**src/rtl/regfile_mp.sv**
```systemverilog
// Multi-read-port register file with one synchronous write port, optional write bypass,
// hardwired zero entry and a clear sequencer that zeroes every entry after reset or on request.
module regfile_mp #(
    parameter int WIDTH     = 32,
    parameter int ADDR_BITS = 5,
    parameter int NREAD     = 2,
    parameter int BYPASS    = 1,
    parameter int ZERO_REG  = 1
) (
    input  logic                       clk,
    input  logic                       reset_n,
    input  logic                       f_regwrite,
    input  logic [ADDR_BITS-1:0]       writereg,
    input  logic [WIDTH-1:0]           writedata,
    input  logic [NREAD*ADDR_BITS-1:0] raddr,
    output logic [NREAD*WIDTH-1:0]     rdata,
    input  logic                       clear_req,
    output logic                       busy,
    output logic                       wr_dropped
);

    localparam int DEPTH = 1 << ADDR_BITS;
    localparam logic [ADDR_BITS-1:0] LAST_PTR = ADDR_BITS'(DEPTH - 1);
    localparam bit ZERO_EN   = (ZERO_REG != 0);
    localparam bit BYPASS_EN = (BYPASS != 0);

    typedef enum logic {
        ST_IDLE  = 1'b0,
        ST_CLEAR = 1'b1
    } state_e;

    state_e                 state_q, state_d;
    logic [ADDR_BITS-1:0]   clr_ptr_q, clr_ptr_d;
    logic                   wr_dropped_q, wr_dropped_d;
    logic                   mem_we_d;
    logic [ADDR_BITS-1:0]   mem_waddr_d;
    logic [WIDTH-1:0]       mem_wdata_d;
    logic [WIDTH-1:0]       mem_q [DEPTH];

    // State register
    always_ff @(posedge clk) begin
        if (!reset_n) begin
            state_q      <= ST_CLEAR;
            clr_ptr_q    <= '0;
            wr_dropped_q <= 1'b0;
        end else begin
            state_q      <= state_d;
            clr_ptr_q    <= clr_ptr_d;
            wr_dropped_q <= wr_dropped_d;
        end
    end

    // Storage is not reset; the sweep is what initialises it.
    always_ff @(posedge clk) begin
        if (reset_n && mem_we_d) begin
            mem_q[mem_waddr_d] <= mem_wdata_d;
        end
    end

    // Next-state and write-port steering
    always_comb begin
        state_d      = state_q;
        clr_ptr_d    = clr_ptr_q;
        wr_dropped_d = 1'b0;
        mem_we_d     = 1'b0;
        mem_waddr_d  = writereg;
        mem_wdata_d  = writedata;
        case (state_q)
            ST_CLEAR: begin
                mem_we_d     = 1'b1;
                mem_waddr_d  = clr_ptr_q;
                mem_wdata_d  = '0;
                clr_ptr_d    = clr_ptr_q + 1'b1;
                wr_dropped_d = f_regwrite;
                if (clr_ptr_q == LAST_PTR) begin
                    state_d = ST_IDLE;
                end
            end
            default: begin
                if (f_regwrite && !(ZERO_EN && (writereg == '0))) begin
                    mem_we_d = 1'b1;
                end
                if (clear_req) begin
                    state_d = ST_CLEAR;
                end
            end
        endcase
    end

    // Outputs: zero has priority over bypass, bypass over stored contents
    always_comb begin
        busy       = (state_q == ST_CLEAR);
        wr_dropped = wr_dropped_q;
        rdata      = '0;
        for (int i = 0; i < NREAD; i++) begin
            if (busy) begin
                rdata[i*WIDTH +: WIDTH] = '0;
            end else if (ZERO_EN && (raddr[i*ADDR_BITS +: ADDR_BITS] == '0)) begin
                rdata[i*WIDTH +: WIDTH] = '0;
            end else if (BYPASS_EN && f_regwrite &&
                         (raddr[i*ADDR_BITS +: ADDR_BITS] == writereg)) begin
                rdata[i*WIDTH +: WIDTH] = writedata;
            end else begin
                rdata[i*WIDTH +: WIDTH] = mem_q[raddr[i*ADDR_BITS +: ADDR_BITS]];
            end
        end
    end

endmodule

```
**config.mk**
```make
export PLATFORM = sky130hd
export DESIGN_NAME = regfile_mp
export DESIGN_NICKNAME = d
export VERILOG_FILES = /design/src/rtl/regfile_mp.sv
export SDC_FILE = /design/constraint.sdc
export NUM_CORES = 1
export LEC_CHECK = 0
export CORE_ASPECT_RATIO = 1.4
export CORE_MARGIN = 3
export CORE_UTILIZATION = 35
export DETAILED_ROUTE_END_ITERATION = 8
export PLACE_DENSITY = 0.6
export SLEW_MARGIN = 0
export SYNTH_ARGS = -nofsm -noshare
export SYNTH_HDL_FRONTEND = slang
export SYNTH_SLANG_ARGS = --single-unit
```
**constraint.sdc**
```tcl
create_clock -name clk -period 3.9 [get_ports clk]
set_input_delay 1.17 -clock clk [delete_from_list [all_inputs] [get_ports clk]]
set_output_delay 1.17 -clock clk [all_outputs]
set_load 0.005 [all_outputs]
```
## Word level (Yosys, flattened, before mapping)

Memories as Yosys holds them, arrays and structs flattened.
Cells that the tools add are included.

- Add/sub/neg operators: 1
- Multipliers: 0
- Div/mod/pow operators: 0
- Magnitude comparators: 0
- Eq/ne operators: 3
- Shifts and indexed selects: 0
- Muxes and demuxes: 15
- Bitwise logic cells: 0
- Reduce and logical (&&, ||, !) cells: 9

Operators by type and width:

| operator | number |
|---|---|
| 32-bit 2-to-1 mux | 7 |
| 5-bit logical NOT | 3 |
| 5-bit == test | 2 |
| 1-bit 2-to-1 mux | 7 |
| 5-bit by 1-bit adder with 5-bit output, second input constant | 1 |
| 5-bit == test, second input constant | 1 |
| 5-bit 2-to-1 mux | 1 |
| 1-bit logical AND | 4 |
| 2-bit AND reduction | 1 |
| 1-bit logical NOT | 1 |

- Bits in registers: 7
- Bits in latches: 0
- Memory bits (writable): 1024
- Bits in read-only memories: 0
- Bits of input ports: 51
- Output and inout bits: 66
- Word-level logic and storage cells: 32
- Memories kept: 1

Memories:

| name | words | bits a word | rd ports | clocked after memory_dff | write ports | line | RTL |
|---|---|---|---|---|---|---|---|
| mem_q | 32 | 32 | 2 | 0 | 1 | 38 | `logic [WIDTH-1:0] mem_q [DEPTH];` |

## Longest topological paths before layout

Gate-level depths: netlist of the first run.

- Depth in word-level cells: 8
- Gate-level depth with buffers: 10
- Gate-level depth less buffers: 6

## Worst setup path before layout of the first run

Ideal clock, no wire load.

- Path kind: input -> output
- From: input raddr[0]
- To: output rdata[19]
- Arrival: 2797 ps
- Data required time: 2730 ps
- Setup slack: -67 ps
- Cell stages on the path: 8
- Path buffers: 3
- Cell sequence: clkbuf_2 -> buf_6 -> buf_2 -> mux4_2 -> o2bb2ai_1 -> o221ai_1 -> o2111ai_1 -> o211a_1

- Longest elaborated chain between the ends: 5
- Elaborated cells between the ends (all ways): 7
- Those cells by class: 1 x eq/ne; 3 x mux; 2 x reduce/logical; 1 x memory

Ends and longest elaborated chain:

| what | line | RTL |
|---|---|---|
| from (decl) | 15 | `input logic [NREAD*ADDR_BITS-1:0] raddr,` |
| parallel branches: the longest is 3 deep, another holds memory read 32 x 32 bit | -- |  |
| 32-bit 2-to-1 mux (*) | 98 | `end else if (ZERO_EN && (raddr[i*ADDR_BITS +: ADDR_BITS] == '0)) begin` |
| 32-bit 2-to-1 mux (*) | 96 | `if (busy) begin` |
| to (decl) | 16 | `output logic [NREAD*WIDTH-1:0] rdata,` |

Every way passes the cells marked *.

## Worst setup path in the final report of the first run

- From: input raddr[5]
- To: output rdata[44]

Same word-level chain as after synthesis.

==> impl_metrics.toml, run 1 <==
[timing]
rsz0062_at_grt = "true"
fin_crit_ps = 4290
setup_slack_ps = -393
setup_violations = 64
fmax_mhz = 233
slew_violations = 0
hold_slack_ps = 571
skew_ps = 32.3
hold_viol = 0
finalSetupTns_ps = -17760
fin_crit_sh_pct = 110
max_slew_margin_pct = 17.7
tightest_slew_ps = 1230

[cts]
h-tree-depth = 3
cts_sinks = 1031
clkLatencyLatePin_ps = 730
postCtsHoldBufs = 0
cts_root_buf = "clkbuf_16"
numCtsBuffers = 95
cts_tree = "yes"
cts_buffer_depth = 3
clkTransAtPathRegs_ps = 60

[detailed_routing]
num_vias = 32899
dr.pass1.iters = 6
drtIter0Drc = 3813
ant_nets = 0
vias_per_cell = 6.07
drt-wirelength-per-cell_um = 33.1
drt_wl_total_mm = 179
drc = 0

[power_and_ir_drop]
power_mw = 24.7
powerDensity_nw_per_um2 = 376
power.leakage_nw = 23.3
peakVddDrop_uv = 305

[floorplanning]
rows = 162
ioPinCount = 117
core_um2 = 139000
die_area_um2 = 145000
dieWidth_um = 323
die_h_um = 449
start_util_pct = 35.3

[critical_path]
critPathBufInv = 6
critPathLaunchType = "primary input"
timing.rr.end = "mem_q[23][8]$_DFFE_PP_"
max_stage_delay_ps = 490
cp_max_fo = 6
reg2reg_from = "busy$_SDFF_PN1_"
path_cells = "buf_16 > buf_16 > buf_12 > buf_12 > mux4_2 > and2_4 > o311ai_2 > buf_4 > a31oi_4 > buf_2"
worst_ep_arrival_time_ps = 3120
worst_setup_path_end_kind = "output pin"
critPathKind = "primary input to output pin"
rrSetupSlack_ps = 1000
worstRegToRegCells = 6
crit_required_ps = 2730
crit_family = "buffers and inverters"
critPathSlowestCell = "mux4_2"

[grt]
grt_max_degree = 33
grt_pass1_vias = 34119
antenna_found_initial = 5
overflow = 0
grt_pass1_wl_mm = 251
grt.total_usage_pct = 24.4

[min_path]
min_path_type = "register to register"
min_from = "clr_ptr_q[4]$_SDFFE_PN0P_"
worstHoldPathCells = 2
whs_endpoint = "clr_ptr_q[4]$_SDFFE_PN0P_"

[placed_design]
placed_cell_area_um2 = 57000
numPortBuffers = 116
dp_slack_ps = -1210
placed_cells = 5002
hpwl_mm = 108
place_congestion = 0.831

[final_layout]
fill_cells = 11632
multi_input_area_um2 = 19500
layout.area.seq_um2 = 30900
nets = 3589
syn_to_final_growth_pct = 33.6
final_layout_size_suffix_gt1_share_pct = 45.3
design_area_um2 = 65700
final-instance-count-excl-fill = 5419
utilization_pct = 47.1

[synthesis]
ys_top_cells_by_count = "edfxtp_1, mux2i_1, mux4_2"
synth.avg_cell_area_um2 = 17.4
synth_top_cell_area_share_pct = 62.5
ys.flop_type = "edfxtp_1"
ys_types = 52
synth_nets = 2874
ys_warn_count = 0
syn-cell-area_um2 = 49200
synth_top_area_cell = "edfxtp_1"
ys_ff_latch = 1031
yosysMostFrequentCell = "edfxtp_1"
synthCells = 2821
ys_seq_area_share_pct = 62.8
async_reset_ff_share_pct = 0
synth_area_leaders = "edfxtp_1, mux4_2, mux2i_1"
synth_edf_count = 1024

[outcome]
status = "finished with violations"
violations = "negative setup slack"

[flow_run]
drv_cap = 0
## tightest hold or removal path, cell delays in order, from the launching register on
cell and delay [ps]:
dfxtp_1 340, mux2i_1 130, nor2b_1 50
## how the worst max path moves through the flow
stage	from	end	depth (start not counted)
after floorplan	raddr[0]	rdata[19]	8
after global placement	writereg[3]	rdata[3]	10
after detailed placement	writereg[3]	rdata[3]	10
after CTS	raddr[0]	rdata[27]	11
after global routing	raddr[0]	rdata[11]	10
final	raddr[5]	rdata[44]	10
## cells in the final DEF (no fill, tap or decap), drive strengths merged, types with 4 or more instances in the layout
cell | synthesis | final
a211o | 7 | 7
a21oi | 24 | 24
a22o | 23 | 23
a22oi | 64 | 64
a31oi | 46 | 46
and2 | 24 | 24
and3 | 10 | 10
buf | 121 | 811
bufinv | 0 | 11
clkbuf | 119 | 115
clkdlybuf4s50 | 0 | 36
clkinv | 0 | 41
clkinvlp | 0 | 10
dfxtp | 7 | 7
edfxtp | 1024 | 1024
inv | 3 | 5
mux2 | 49 | 49
mux2i | 434 | 434
mux4 | 320 | 320
nand2 | 51 | 51
nand2b | 9 | 9
nand3 | 19 | 19
nor2 | 40 | 40
nor2b | 55 | 55
o2111ai | 25 | 25
o211a | 28 | 28
o21ai | 102 | 102
o221a | 5 | 5
o221ai | 75 | 75
o22ai | 84 | 84
o2bb2ai | 11 | 11
o311ai | 4 | 4
o31ai | 5 | 5
xnor2 | 6 | 6
xor2 | 7 | 7
## logic make-up after synthesis
group / count (synthesis) / synth area share, %
DFF: 1031 / 62.8
and+or+nand+nor: 221 / 2.32
buffers and inverters: 243 / 2.63
xor gates and xnor gates: 13 / 0.232
adders and majority gates: 2 / 0.0509
muxes: 803 / 24.6
AOI/OAI and AO/OA: 508 / 7.34
## routing by layer
layer | global-route usage (%) | routed length, um | up-vias
met5 | 0 | 25 | -
met4 | 15.6 | 12600 | 4
met3 | 4.05 | 14200 | 498
met2 | 41.5 | 89800 | 1780
met1 | 28.6 | 62400 | 17265
li1 | - | - | 13352
## timing repair
action,CTS,global route
endpoints found under the setup margin,64,64
setup buffers,197,54
gates cloned,29,3
resized for setup,759,244
pin swaps,148,114
## area by class of cell
class | count | share of cell area (%)
sequential | 1031 | 47.0
tap | 1804 | 3.44
clock inverter | 64 | 1.03
multi-input combinational | 1548 | 29.7
clock buffer | 109 | 3.73
inverter | 3 | 0.0171
antenna | 3 | 0.0114
timing repair buffer | 857 | 15.0
## registers in the layout (all words and copies together) (netlist names)
| signal | flops |
|---|---|
| mem_q | 1024 |
| clr_ptr_q | 5 |
| busy | 1 |
| wr_dropped | 1 |
## power breakdown
group	switching (mW)	internal (mW)	leakage [nW]	total, mW
clock	4.29	5.27	1.51	9.56
sequential	0.0317	12.1	9.57	12.1
combinational	1.51	1.54	12.2	3.06
total	5.83	18.9	23.3	24.7
Note: power is estimated with default switching activity, not from simulation.
==> run 2: changes to the inputs <==
- ABC_CLOCK_PERIOD_IN_PS: unset -> 3900
- CORE_UTILIZATION: 35 -> 28
- PLACE_DENSITY: 0.6 -> 0.52
==> impl_metrics.toml, run 2 (synthesized netlist as in run 1, its figures left out) <==
[cts]
clkTransAtPathRegs_ps = 60
cts_sinks = 1031
cts_tree = "yes"
cts_buffer_depth = 3
clkLatencyLatePin_ps = 730
postCtsHoldBufs = 0
numCtsBuffers = 96
cts_root_buf = "clkbuf_16"
h-tree-depth = 3

[grt]
busiest_layer = "met2"
grt_pass1_wl_mm = 256
antenna_found_initial = 4
grt_use_met3_pct = 3.04
grt_max_degree = 41
grt_pass1_vias = 33666
grt.total_usage_pct = 19.9
overflow = 0
use_met1_pct = 23.5
met2_usage_pct = 36.0

[floorplanning]
die_h_um = 502
start_util_pct = 28.2
ioPinCount = 117
dieWidth_um = 360
die_area_um2 = 181000
core_um2 = 174000
rows = 181

[placed_design]
numPortBuffers = 116
place_congestion = 0.837
hpwl_mm = 119
dp_slack_ps = -1250

[min_path]
min_from = "clr_ptr_q[1]$_SDFFE_PN0P_"
whs_endpoint = "clr_ptr_q[1]$_SDFFE_PN0P_"
min_path_type = "register to register"
worstHoldPathCells = 2

[timing]
skew_ps = 20.9
fin_crit_ps = 4330
hold_slack_ps = 596
tightest_slew_ps = 1230
setup_slack_ps = -434
fin_crit_sh_pct = 111
slew_violations = 0
fmax_mhz = 231
rsz0062_at_grt = "true"
hold_viol = 0
setup_violations = 64
max_slew_margin_pct = 17.6

[detailed_routing]
drtIter0Drc = 3072
drt_wl_total_mm = 183
dr.pass1.iters = 5
ant_nets = 0
num_vias = 32377
vias_per_cell = 5.47
drc = 0
drt-wirelength-per-cell_um = 30.9

[critical_path]
timing.rr.end = "mem_q[22][4]$_DFFE_PP_"
path_cells = "buf_16 > buf_12 > buf_4 > mux4_2 > mux2_4 > o221ai_2 > buf_4 > o2111ai_4 > o211a_1 > dlygate4sd2_1"
rrSetupSlack_ps = 1530
critPathKind = "primary input to output pin"
worstRegToRegCells = 2
max_stage_delay_ps = 480
path_common_cell = "buf_4"
worst_ep_arrival_time_ps = 3160
critPathSlowestCell = "mux4_2"
reg2reg_from = "busy$_SDFF_PN1_"
crit_family = "buffers and inverters"
critPathBufInv = 5
crit_required_ps = 2730
worst_setup_path_end_kind = "output pin"
cp_max_fo = 5
critPathLaunchType = "primary input"

[power_and_ir_drop]
pwr-share-comb_pct = 12.4
peakVddDrop_uv = 335
p_clk_share_pct = 39.5
p_switching_mw = 5.98
seqPwrFrac_pct = 48.1
p_int_mw = 19.2
swShare_pct = 23.8
power.leakage_nw = 23.5
powerDensity_nw_per_um2 = 376

[outcome]
violations = "negative setup slack"
status = "finished with violations"

[flow_run]
drv_cap = 0

[final_layout]
largest_reg_flops = 1024
layout_common_cells = "edfxtp_1, buf_4, mux2i_1, mux4_2, buf_12"
syn_to_final_growth_pct = 35.9
final_common_cell = "edfxtp_1"
final_layout_size_suffix_gt1_share_pct = 45.7
fill_cells = 15845
reg_top3 = "mem_q (1024), clr_ptr_q (5)"
regMostFlops = "mem_q"
nets = 3611
==> run 2: worst register-to-register path: cells and delay by family, from the launching register on <==
family        cells  cell delay, ps
flops             1             510
simple gates      1            1080
buf+inv           1             390
==> run 2: layer usage <==
| layer | vias to the layer above | part of all wire, % | routed length (um) |
|---|---|---|---|
| li1 | 13413 | - | - |
| met1 | 17202 | 37 | 68100 |
| met2 | 1382 | 52 | 94500 |
| met3 | 376 | 6.6 | 12100 |
| met4 | 4 | 4.7 | 8570 |
| met5 | - | 0.016 | 30 |
==> run 2: how the worst max path moves through the flow <==
| stage | start | end | slack, ps | cells past startpoint |
|---|---|---|---|---|
| after floorplan | raddr[0] | rdata[19] | -5 | 8 |
| after global placement | raddr[5] | rdata[59] | -1220 | 10 |
| after detailed placement | raddr[5] | rdata[59] | -1250 | 10 |
| after CTS | raddr[0] | rdata[29] | -460 | 11 |
| after global routing | raddr[0] | rdata[11] | -480 | 10 |
| final | raddr[0] | rdata[11] | -430 | 10 |
==> run 2: final cells by class <==
type | instances | area [um2] | area share (%)
sequential | 1031 | 30900 | 46.2
multi-input combinational | 1547 | 19600 | 29.4
timing repair buffer | 879 | 10200 | 15.2
tap | 2287 | 2860 | 4.28
clock buffer | 104 | 2430 | 3.64
clock inverter | 71 | 831 | 1.24
inverter | 3 | 11.3 | 0.0168
antenna | 1 | 2.50 | 0.00374
==> run 2: what timing repair did <==
item	CTS	global route
gates resized for setup	808	160
cloned	26	5
setup endpoints to repair	64	64
pin swaps	159	110
setup buffers	166	58
==> run 2: power groups by stage <==
stage / sequential (mW) / combinational (mW) / clock (mW)
floorplan: 12.3 / 1.22 / 0
global placement: 12.3 / 2.43 / 0
detailed placement: 12.3 / 2.42 / 0
CTS: 12.1 / 3.00 / 10.1
global route: 12.1 / 3.22 / 10.5
finish: 12.1 / 3.11 / 9.95
==> run 2: through the flow <==
step,util [%],area [um2],total power [mW],std cells,setup TNS (ps)
detailed placement,33.5,58300,14.8,5531,-59840
floorplan,-,49200,13.6,2821,-4.91
global route,38.4,66800,25.8,5923,-24110
finish,38.4,66800,25.2,5923,-21030
CTS,37.9,66000,25.2,5884,-22860
global placement,33.5,58300,14.8,5531,-59860
